<file path="config.mk">
export PLATFORM = sky130hd
export DESIGN_NAME = bin_to_bcd_seq
export DESIGN_NICKNAME = d
export VERILOG_FILES = /design/src/rtl/bcd_pkg.sv /design/src/rtl/bcd_dabble_digit.sv /design/src/rtl/bin_to_bcd_seq.sv
export SDC_FILE = /design/constraint.sdc
export NUM_CORES = 1
export LEC_CHECK = 0
export CAP_MARGIN = 10
export CELL_PAD_IN_SITES_DETAIL_PLACEMENT = 0
export CELL_PAD_IN_SITES_GLOBAL_PLACEMENT = 1
export CORE_MARGIN = 1
export CORE_UTILIZATION = 30
export DETAILED_ROUTE_END_ITERATION = 6
export PLACE_DENSITY_LB_ADDON = 0.2
export SYNTH_ARGS = -nofsm -noshare
export SYNTH_HDL_FRONTEND = slang
export SYNTH_SLANG_ARGS = --single-unit
</file>
<file path="constraint.sdc">
create_clock -name clock -period 3.1 [get_ports clock]
set_input_delay 0.465 -clock clock [delete_from_list [all_inputs] [get_ports clock]]
set_output_delay 0.465 -clock clock [all_outputs]
set_load 0.005 [all_outputs]
</file>
<file path="src/rtl/bcd_pkg.sv">
// bcd_pkg: definitions shared by the sequential binary-to-BCD converter.
// Holds the converter state encoding, the BCD digit width, the saturation
// digit value, and a constant function that gives the largest value a
// given number of decimal digits can show.
package bcd_pkg;

  typedef enum logic [0:0] {
    ST_IDLE  = 1'b0,
    ST_SHIFT = 1'b1
  } state_e;

  localparam int         BCD_DIGIT_W = 4;
  localparam logic [3:0] BCD_NINE    = 4'h9;

  // 10^n - 1, evaluated at 64 bits so the widest digit count still fits.
  function automatic logic [63:0] pow10_minus1(input int n);
    logic [63:0] p;
    p = 64'd1;
    for (int i = 0; i < n; i++) begin
      p = p * 64'd10;
    end
    return p - 64'd1;
  endfunction

endpackage

</file>
<file path="src/rtl/bcd_dabble_digit.sv">
// bcd_dabble_digit: combinational double-dabble digit adjust.
// A digit of 5 or more gets +3 before the next left shift, so that the
// shift carries correctly into the next decimal digit. Any carry out of
// the 4-bit sum is dropped on purpose.
// Ports:
//   digit_i  in  4  working BCD digit
//   digit_o  out 4  adjusted digit
module bcd_dabble_digit
  import bcd_pkg::*;
(
  input  logic [BCD_DIGIT_W-1:0] digit_i,
  output logic [BCD_DIGIT_W-1:0] digit_o
);

  // Add 3 to any digit that would overflow past 9 after doubling.
  always_comb begin
    digit_o = digit_i;
    if (digit_i >= 4'd5) begin
      digit_o = digit_i + 4'd3;
    end else begin
      digit_o = digit_i;
    end
  end

endmodule

</file>
<file path="src/rtl/bin_to_bcd_seq.sv">
// bin_to_bcd_seq: sequential binary-to-BCD converter (double dabble),
// one input bit per clock, with start/busy/done handshake.
// Values above 10^DIGITS-1 saturate to all nines and raise overflow.
// Optional feature: define BIN2BCD_SIGNED_EN to treat `binary` as two's
// complement; the magnitude is converted and `negative` reports the sign.
// Without it `binary` is unsigned and `negative` stays 0.
// Ports:
//   clock     in   1           rising-edge clock
//   reset     in   1           synchronous active-high reset
//   start     in   1           conversion request, sampled when not busy
//   binary    in   BIN_W       value captured on the accepting edge
//   busy      out  1           conversion in progress
//   done      out  1           one-cycle result pulse
//   decimal   out  4*DIGITS    packed BCD, digit 0 in [3:0]
//   overflow  out  1           value exceeded 10^DIGITS-1
//   negative  out  1           sign of the converted value
module bin_to_bcd_seq
  import bcd_pkg::*;
#(
  parameter int BIN_W  = 16,
  parameter int DIGITS = 5
) (
  input  logic                          clock,
  input  logic                          reset,
  input  logic                          start,
  input  logic [BIN_W-1:0]              binary,
  output logic                          busy,
  output logic                          done,
  output logic [BCD_DIGIT_W*DIGITS-1:0] decimal,
  output logic                          overflow,
  output logic                          negative
);

  localparam int          DEC_W   = BCD_DIGIT_W * DIGITS;
  localparam int          WORK_W  = BIN_W + DEC_W;
  localparam int          CNT_W   = $clog2(BIN_W + 1);
  localparam logic [63:0] DEC_MAX = pow10_minus1(DIGITS);
  localparam logic [DEC_W-1:0] DEC_SAT = {DIGITS{BCD_NINE}};

  state_e             state_q, state_d;
  logic [CNT_W-1:0]   cnt_q, cnt_d;
  logic [WORK_W-1:0]  work_q, work_d;
  logic               range_q, range_d;
  logic               sign_q, sign_d;
  logic               done_q, done_d;
  logic [DEC_W-1:0]   dec_q, dec_d;
  logic               ovf_q, ovf_d;
  logic               neg_q, neg_d;

  logic [BIN_W-1:0]   mag_s;
  logic               sign_s;
  logic [63:0]        mag_ext_s;
  logic [DEC_W-1:0]   adj_s;
  logic [WORK_W-1:0]  shifted_s;

`ifdef BIN2BCD_SIGNED_EN
  // Negation is done at BIN_W bits so the most negative value yields
  // its correct unsigned magnitude 2^(BIN_W-1).
  assign sign_s = binary[BIN_W-1];
  assign mag_s  = sign_s ? (~binary + BIN_W'(1)) : binary;
`else
  assign sign_s = 1'b0;
  assign mag_s  = binary;
`endif

  assign mag_ext_s = 64'(mag_s);

  // One adjust cell per working digit.
  for (genvar g = 0; g < DIGITS; g++) begin : g_digit
    bcd_dabble_digit u_digit (
      .digit_i (work_q[BIN_W + BCD_DIGIT_W*g +: BCD_DIGIT_W]),
      .digit_o (adj_s[BCD_DIGIT_W*g +: BCD_DIGIT_W])
    );
  end

  // Adjusted digits and remaining binary bits shift left as one register;
  // the top digit's carry falls off and is covered by the range flag.
  assign shifted_s = {adj_s[DEC_W-2:0], work_q[BIN_W-1:0], 1'b0};

  // Next-state logic for the FSM, datapath and result registers.
  always_comb begin
    state_d = state_q;
    cnt_d   = cnt_q;
    work_d  = work_q;
    range_d = range_q;
    sign_d  = sign_q;
    done_d  = 1'b0;
    dec_d   = dec_q;
    ovf_d   = ovf_q;
    neg_d   = neg_q;
    case (state_q)
      ST_IDLE: begin
        if (start) begin
          work_d  = WORK_W'(mag_s);
          cnt_d   = CNT_W'(BIN_W);
          range_d = (mag_ext_s > DEC_MAX);
          sign_d  = sign_s;
          state_d = ST_SHIFT;
        end else begin
          state_d = ST_IDLE;
        end
      end
      ST_SHIFT: begin
        work_d = shifted_s;
        cnt_d  = cnt_q - CNT_W'(1);
        // Last shift: publish the result on this same edge.
        if (cnt_q == CNT_W'(1)) begin
          state_d = ST_IDLE;
          done_d  = 1'b1;
          dec_d   = range_q ? DEC_SAT : shifted_s[WORK_W-1:BIN_W];
          ovf_d   = range_q;
          neg_d   = sign_q;
        end else begin
          state_d = ST_SHIFT;
        end
      end
      default: begin
        state_d = ST_IDLE;
      end
    endcase
  end

  // State and output registers with synchronous reset.
  always_ff @(posedge clock) begin
    if (reset) begin
      state_q <= ST_IDLE;
      cnt_q   <= '0;
      work_q  <= '0;
      range_q <= 1'b0;
      sign_q  <= 1'b0;
      done_q  <= 1'b0;
      dec_q   <= '0;
      ovf_q   <= 1'b0;
      neg_q   <= 1'b0;
    end else begin
      state_q <= state_d;
      cnt_q   <= cnt_d;
      work_q  <= work_d;
      range_q <= range_d;
      sign_q  <= sign_d;
      done_q  <= done_d;
      dec_q   <= dec_d;
      ovf_q   <= ovf_d;
      neg_q   <= neg_d;
    end
  end

  assign busy     = (state_q == ST_SHIFT);
  assign done     = done_q;
  assign decimal  = dec_q;
  assign overflow = ovf_q;
  assign negative = neg_q;

endmodule

</file>
* Yosys cells after proc, flatten, opt, wreduce, memory -nomap -nowiden
Cells that the tools add are included.
Word-level totals: register bits 65, input port bits 19, output and inout port bits 24
Cells by class: $add $sub $neg 6, order comparisons 6, equal/unequal tests 2, muxes and demuxes 14, bitwise operators 1, reduce and logical (&&, ||, !) cells 3
Operators by type and width (count):
- 36-bit one-hot mux with 2 select lines | 1
- 36-bit 2-to-1 mux | 1
- 4-bit by 3-bit >= comparator with 1-bit output, second input constant | 5
- 20-bit 2-to-1 mux | 1
- 16-bit by 17-bit greater-than comparator with 1-bit output, second input constant | 1
- 4-bit by 2-bit adder with 4-bit output, second input constant | 4
- 4-bit 2-to-1 mux | 4
- 5-bit one-hot mux with 2 select lines | 1
- 5-bit by 1-bit equality test with 1-bit output, second input constant | 1
- 5-bit 2-to-1 mux | 1
- 5-bit by 1-bit subtractor with 5-bit output, second input constant | 1
- 2-bit AND reduction | 2
- 3-bit by 2-bit adder with 3-bit output, second input constant | 1
- 1-bit 2-to-1 mux | 3
- 3-bit 2-to-1 mux | 1
- 2-bit inequality test, second input constant | 1
- 1-bit one-hot mux with 2 select lines | 1
- 2-bit OR reduction | 1
- 1-bit inverter | 1

* Logic depth before layout (Yosys ltp)
depth after elaboration 3, depth in mapped cells 7

* Modules after synthesis
A second synthesis with hierarchy kept.
Unflattened totals: cells, all modules 322, area total of the unflattened synthesis 2961.6 µm²
By module, submodules not included:
- bin_to_bcd_seq | instances 1, cells an instance 242, area each 2454.9 µm², seq. area each 1261.2 µm²
- bcd_dabble_digit | instances 5, cells an instance 16, area each 101.3 µm², seq. area each 0.0 µm²

* Worst setup path after synthesis
No wires, ideal clock.
path type reg2reg, start register work_q[29], end register work_q[30], arrival time 1289 ps, setup slack 1752 ps, stages on the path, launching flop included 7, path through dfxtp_1 > inv_1 > ha_1 > nand2b_1 > a21oi_1 > mux2i_1 > a22o_1
On the way: longest elaborated chain between the ends 3
RTL lines:
- start, declared | line bin_to_bcd_seq.sv:42 | logic [WORK_W-1:0] work_q, work_d;
- start signal, assigned | line bin_to_bcd_seq.sv:138 | work_q <= work_d;
- 4-bit by 2-bit adder with 4-bit output or 4-bit by 3-bit >= comparator with 1-bit output (tied branches) | line bcd_dabble_digit.sv:19, bcd_dabble_digit.sv:18
- 4-bit 2-to-1 mux (*) | line bcd_dabble_digit.sv:18 | if (digit_i >= 4'd5) begin
- 36-bit one-hot mux with 2 select lines (*) | line bin_to_bcd_seq.sv:91 | case (state_q)
Mark *: on every way between the ends. The rest lies on a longest branch, timed or not. A chain may end at the register's enable or synchronous reset.

* Worst setup path in the final report
start register state_q (netlist: busy), end output port busy
RTL lines:
- start, declared | line bin_to_bcd_seq.sv:40 | state_e state_q, state_d;
- start signal, assigned | line bin_to_bcd_seq.sv:136 | state_q <= state_d;
- end, declared | line bin_to_bcd_seq.sv:27 | output logic busy,
No word-level cell between the ends.

==> results.py <==
metrics = {
    "run_status": {
        "status": "completed",
    },
    "route": {
        "drtAntennaViolNets": 0,
        "drc": 0,
        "via_count": 2194,
        "drtIter0Drc": 101,
        "routed_wl_um": 6180,
        "vias_per_cell": 4.74,
        "wl_per_cell_um": 13.3,
        "first_pass_iters": 4,
    },
    "final_layout": {
        "final_cell_mix": "62 x dfxtp_1, 40 x clkdlybuf4s50_1, 36 x a21oi_1",
        "final_common_cell": "dfxtp_1",
        "syn_to_final_growth_pct": 24.8,
        "fill_cells": 898,
        "finalNetCount": 381,
        "finalNonFillerCells": 463,
        "drive_gt1_frac": 0.0873,
        "antenna_cells": 0,
    },
    "clocking": {
        "cts_root_buf": "clkbuf_8",
        "cts_buffers": 9,
        "clkSinkCount": 63,
        "worstSkewPairLatency_ns": 0.35,
        "cts_tree": "done",
        "post-cts-setup-buffers": 0,
        "ctsLongestPathBuffers": 2,
        "ctsHoldBuffers": 0,
        "post_cts_resized": 0,
        "clkSlewWorstSetupHoldPaths_ns": 0.07,
        "htreeDepth": 3,
    },
    "grt": {
        "gr-usage-met1": 0.182,
        "busiest_layer": "met2",
        "met2_usage": 0.209,
        "track_usage": 0.138,
        "grt_pass1_wl_um": 10400,
        "antenna_found_initial": 0,
        "grt_overflow": 0,
        "grt_max_degree": 37,
        "grt_util_met3": 0.0340,
        "first_global_vias": 2084,
    },
    "yosys": {
        "seq_area_frac_synth": 0.448,
        "yosys_warnings": 0,
        "ys_async_sr_fraction": 0,
        "syn_avg_cell_area_um2": 9.11,
        "synth_cells": 309,
        "synth-seq-cells": 63,
        "synthFlopType": "dfxtp_1",
        "synth.cell_area_um2": 2810,
        "synth.distinct_cells": 30,
        "synth-edff-count": 0,
    },
    "timing": {
        "finalSetupViolations": 0,
        "max_freq_mhz": 508,
        "rsz0062_at_grt": "no",
        "fin_setup_tns_ns": 0,
        "slew_headroom": 0.628,
        "worstMarginPinSlew_ns": 0.557,
        "maxSlewViolCount": 0,
        "finalHoldViolCount": 0,
        "fin_skew_ns": 0.0105,
        "fin_ws_ns": 1.13,
        "fin_crit_ns": 1.97,
        "post-route-period-util": 0.635,
    },
    "run": {
        "drv_cap": 0,
    },
    "place": {
        "dp_slack_ns": 0.881,
        "post-place-cells": 447,
        "gp_congestion": 0.692,
        "dp_hpwl_um": 4130,
        "port_buffers": 40,
    },
    "worst_setup_path": {
        "startpoint": "busy",
        "crit_type": "reg2out",
        "crit_buf_inv": 1,
        "end_kind": "output port",
        "crit_chain": "clkdlybuf4s50_1",
        "path_max_fanout": 23,
        "regToRegStartpoint": "busy",
        "start_kind": "flop",
        "cp.arrival_ns": 1.50,
        "crit_required_ns": 2.63,
        "crit_family": "flip-flops",
        "slowest_stage": "dfxtp_2",
        "slowest_delay_ns": 0.58,
    },
    "pwr": {
        "peakVddDrop_uv": 153,
        "p_total_mw": 1.72,
        "p_leak_nw": 1.33,
        "power_density_nw_per_um2": 489,
    },
    "floorplanning": {
        "io_pins": 43,
        "fp-row-count": 34,
        "dieArea_um2": 9770,
        "die_h_um": 98.9,
        "coreArea_um2": 8890,
        "initial_core_util": 0.316,
        "die_width_um": 98.9,
    },
    "worst_hold_path": {
        "min_from": "decimal[11]",
        "hold_path.class": "reg2reg",
    },
}
-- worst paths after layout --
| kind | end | slack [ns] | depth (start not counted) |
|---|---|---|---|
| worst min-delay path | decimal[11] | 0.44 | 2 |
| worst max-delay path | busy | 1.13 | 1 |
| worst min register to register | decimal[11] | 0.44 | 2 |
| worst max register to register | decimal[0] | 1.39 | 5 |
-- power breakdown --
group / switching, mW / total, mW / internal (mW) / leakage, nW
Sequential: 0.0206 / 0.851 / 0.830 / 0.511
Combinational: 0.0758 / 0.143 / 0.0676 / 0.725
Clock: 0.329 / 0.721 / 0.392 / 0.0916
-- Yosys cell counts, types with 2 or more instances --
master	n	area share
nor3_1	3	0.0053
a21oi_2	3	0.0093
nor3b_1	14	0.037
nand3_1	5	0.0089
dfxtp_1	63	0.45
nand2b_1	6	0.013
nand3b_1	2	0.0053
clkbuf_1	5	0.0067
a21oi_1	36	0.064
nor2b_1	4	0.0089
xnor2_1	5	0.016
nor2_1	34	0.045
o21ai_1	22	0.039
buf_4	5	0.013
o21ai_0	2	0.0036
ha_1	12	0.053
nand2_1	16	0.021
buf_2	7	0.012
mux2i_1	22	0.078
a22o_1	21	0.065
inv_1	13	0.017
-- area by class of cell --
type	count	area (µm²)	share of cell area
inverters	14	52.6	0.0150
clock buffers	11	141	0.0403
repair buffers	47	453	0.129
flip-flops and latches	63	1260	0.360
well taps	108	135	0.0385
clock inverters	5	57.6	0.0164
multi-input cells	215	1410	0.401
-- cell families after synthesis --
| kind of cell | Yosys count | share of synthesized area |
|---|---|---|
| AND/OR/NAND/NOR | 88 | 0.162 |
| multiplexers | 22 | 0.0783 |
| adder cells (fa/ha/maj) | 12 | 0.0534 |
| XOR/XNOR | 5 | 0.0156 |
| other | 1 | 0.00133 |
| AO/OA/AOI/OAI | 86 | 0.189 |
| buffers and inverters | 32 | 0.0525 |
| flip-flops | 63 | 0.448 |
-- routing by layer --
layer	vias to the layer above	share of wire
li1	1153	-
met1	993	0.52
met2	35	0.43
met3	13	0.031
met4	0	0.021
met5	-	0
-- registers in the layout, indices dropped and copies added (netlist names) --
register	flops
done	1
cnt_q	5
work_q	36
decimal	20
busy	1
-- stage by stage --
stage	hold slack, ns	utilization	instance area [µm²]
after floorplan	0.444	-	2820
after global placement	0.436	0.373	3310
after detailed placement	0.441	0.373	3310
after CTS	0.450	0.395	3510
after global routing	0.478	0.395	3510
final	0.444	0.395	3510
Note: power is estimated with default switching activity, not from simulation.
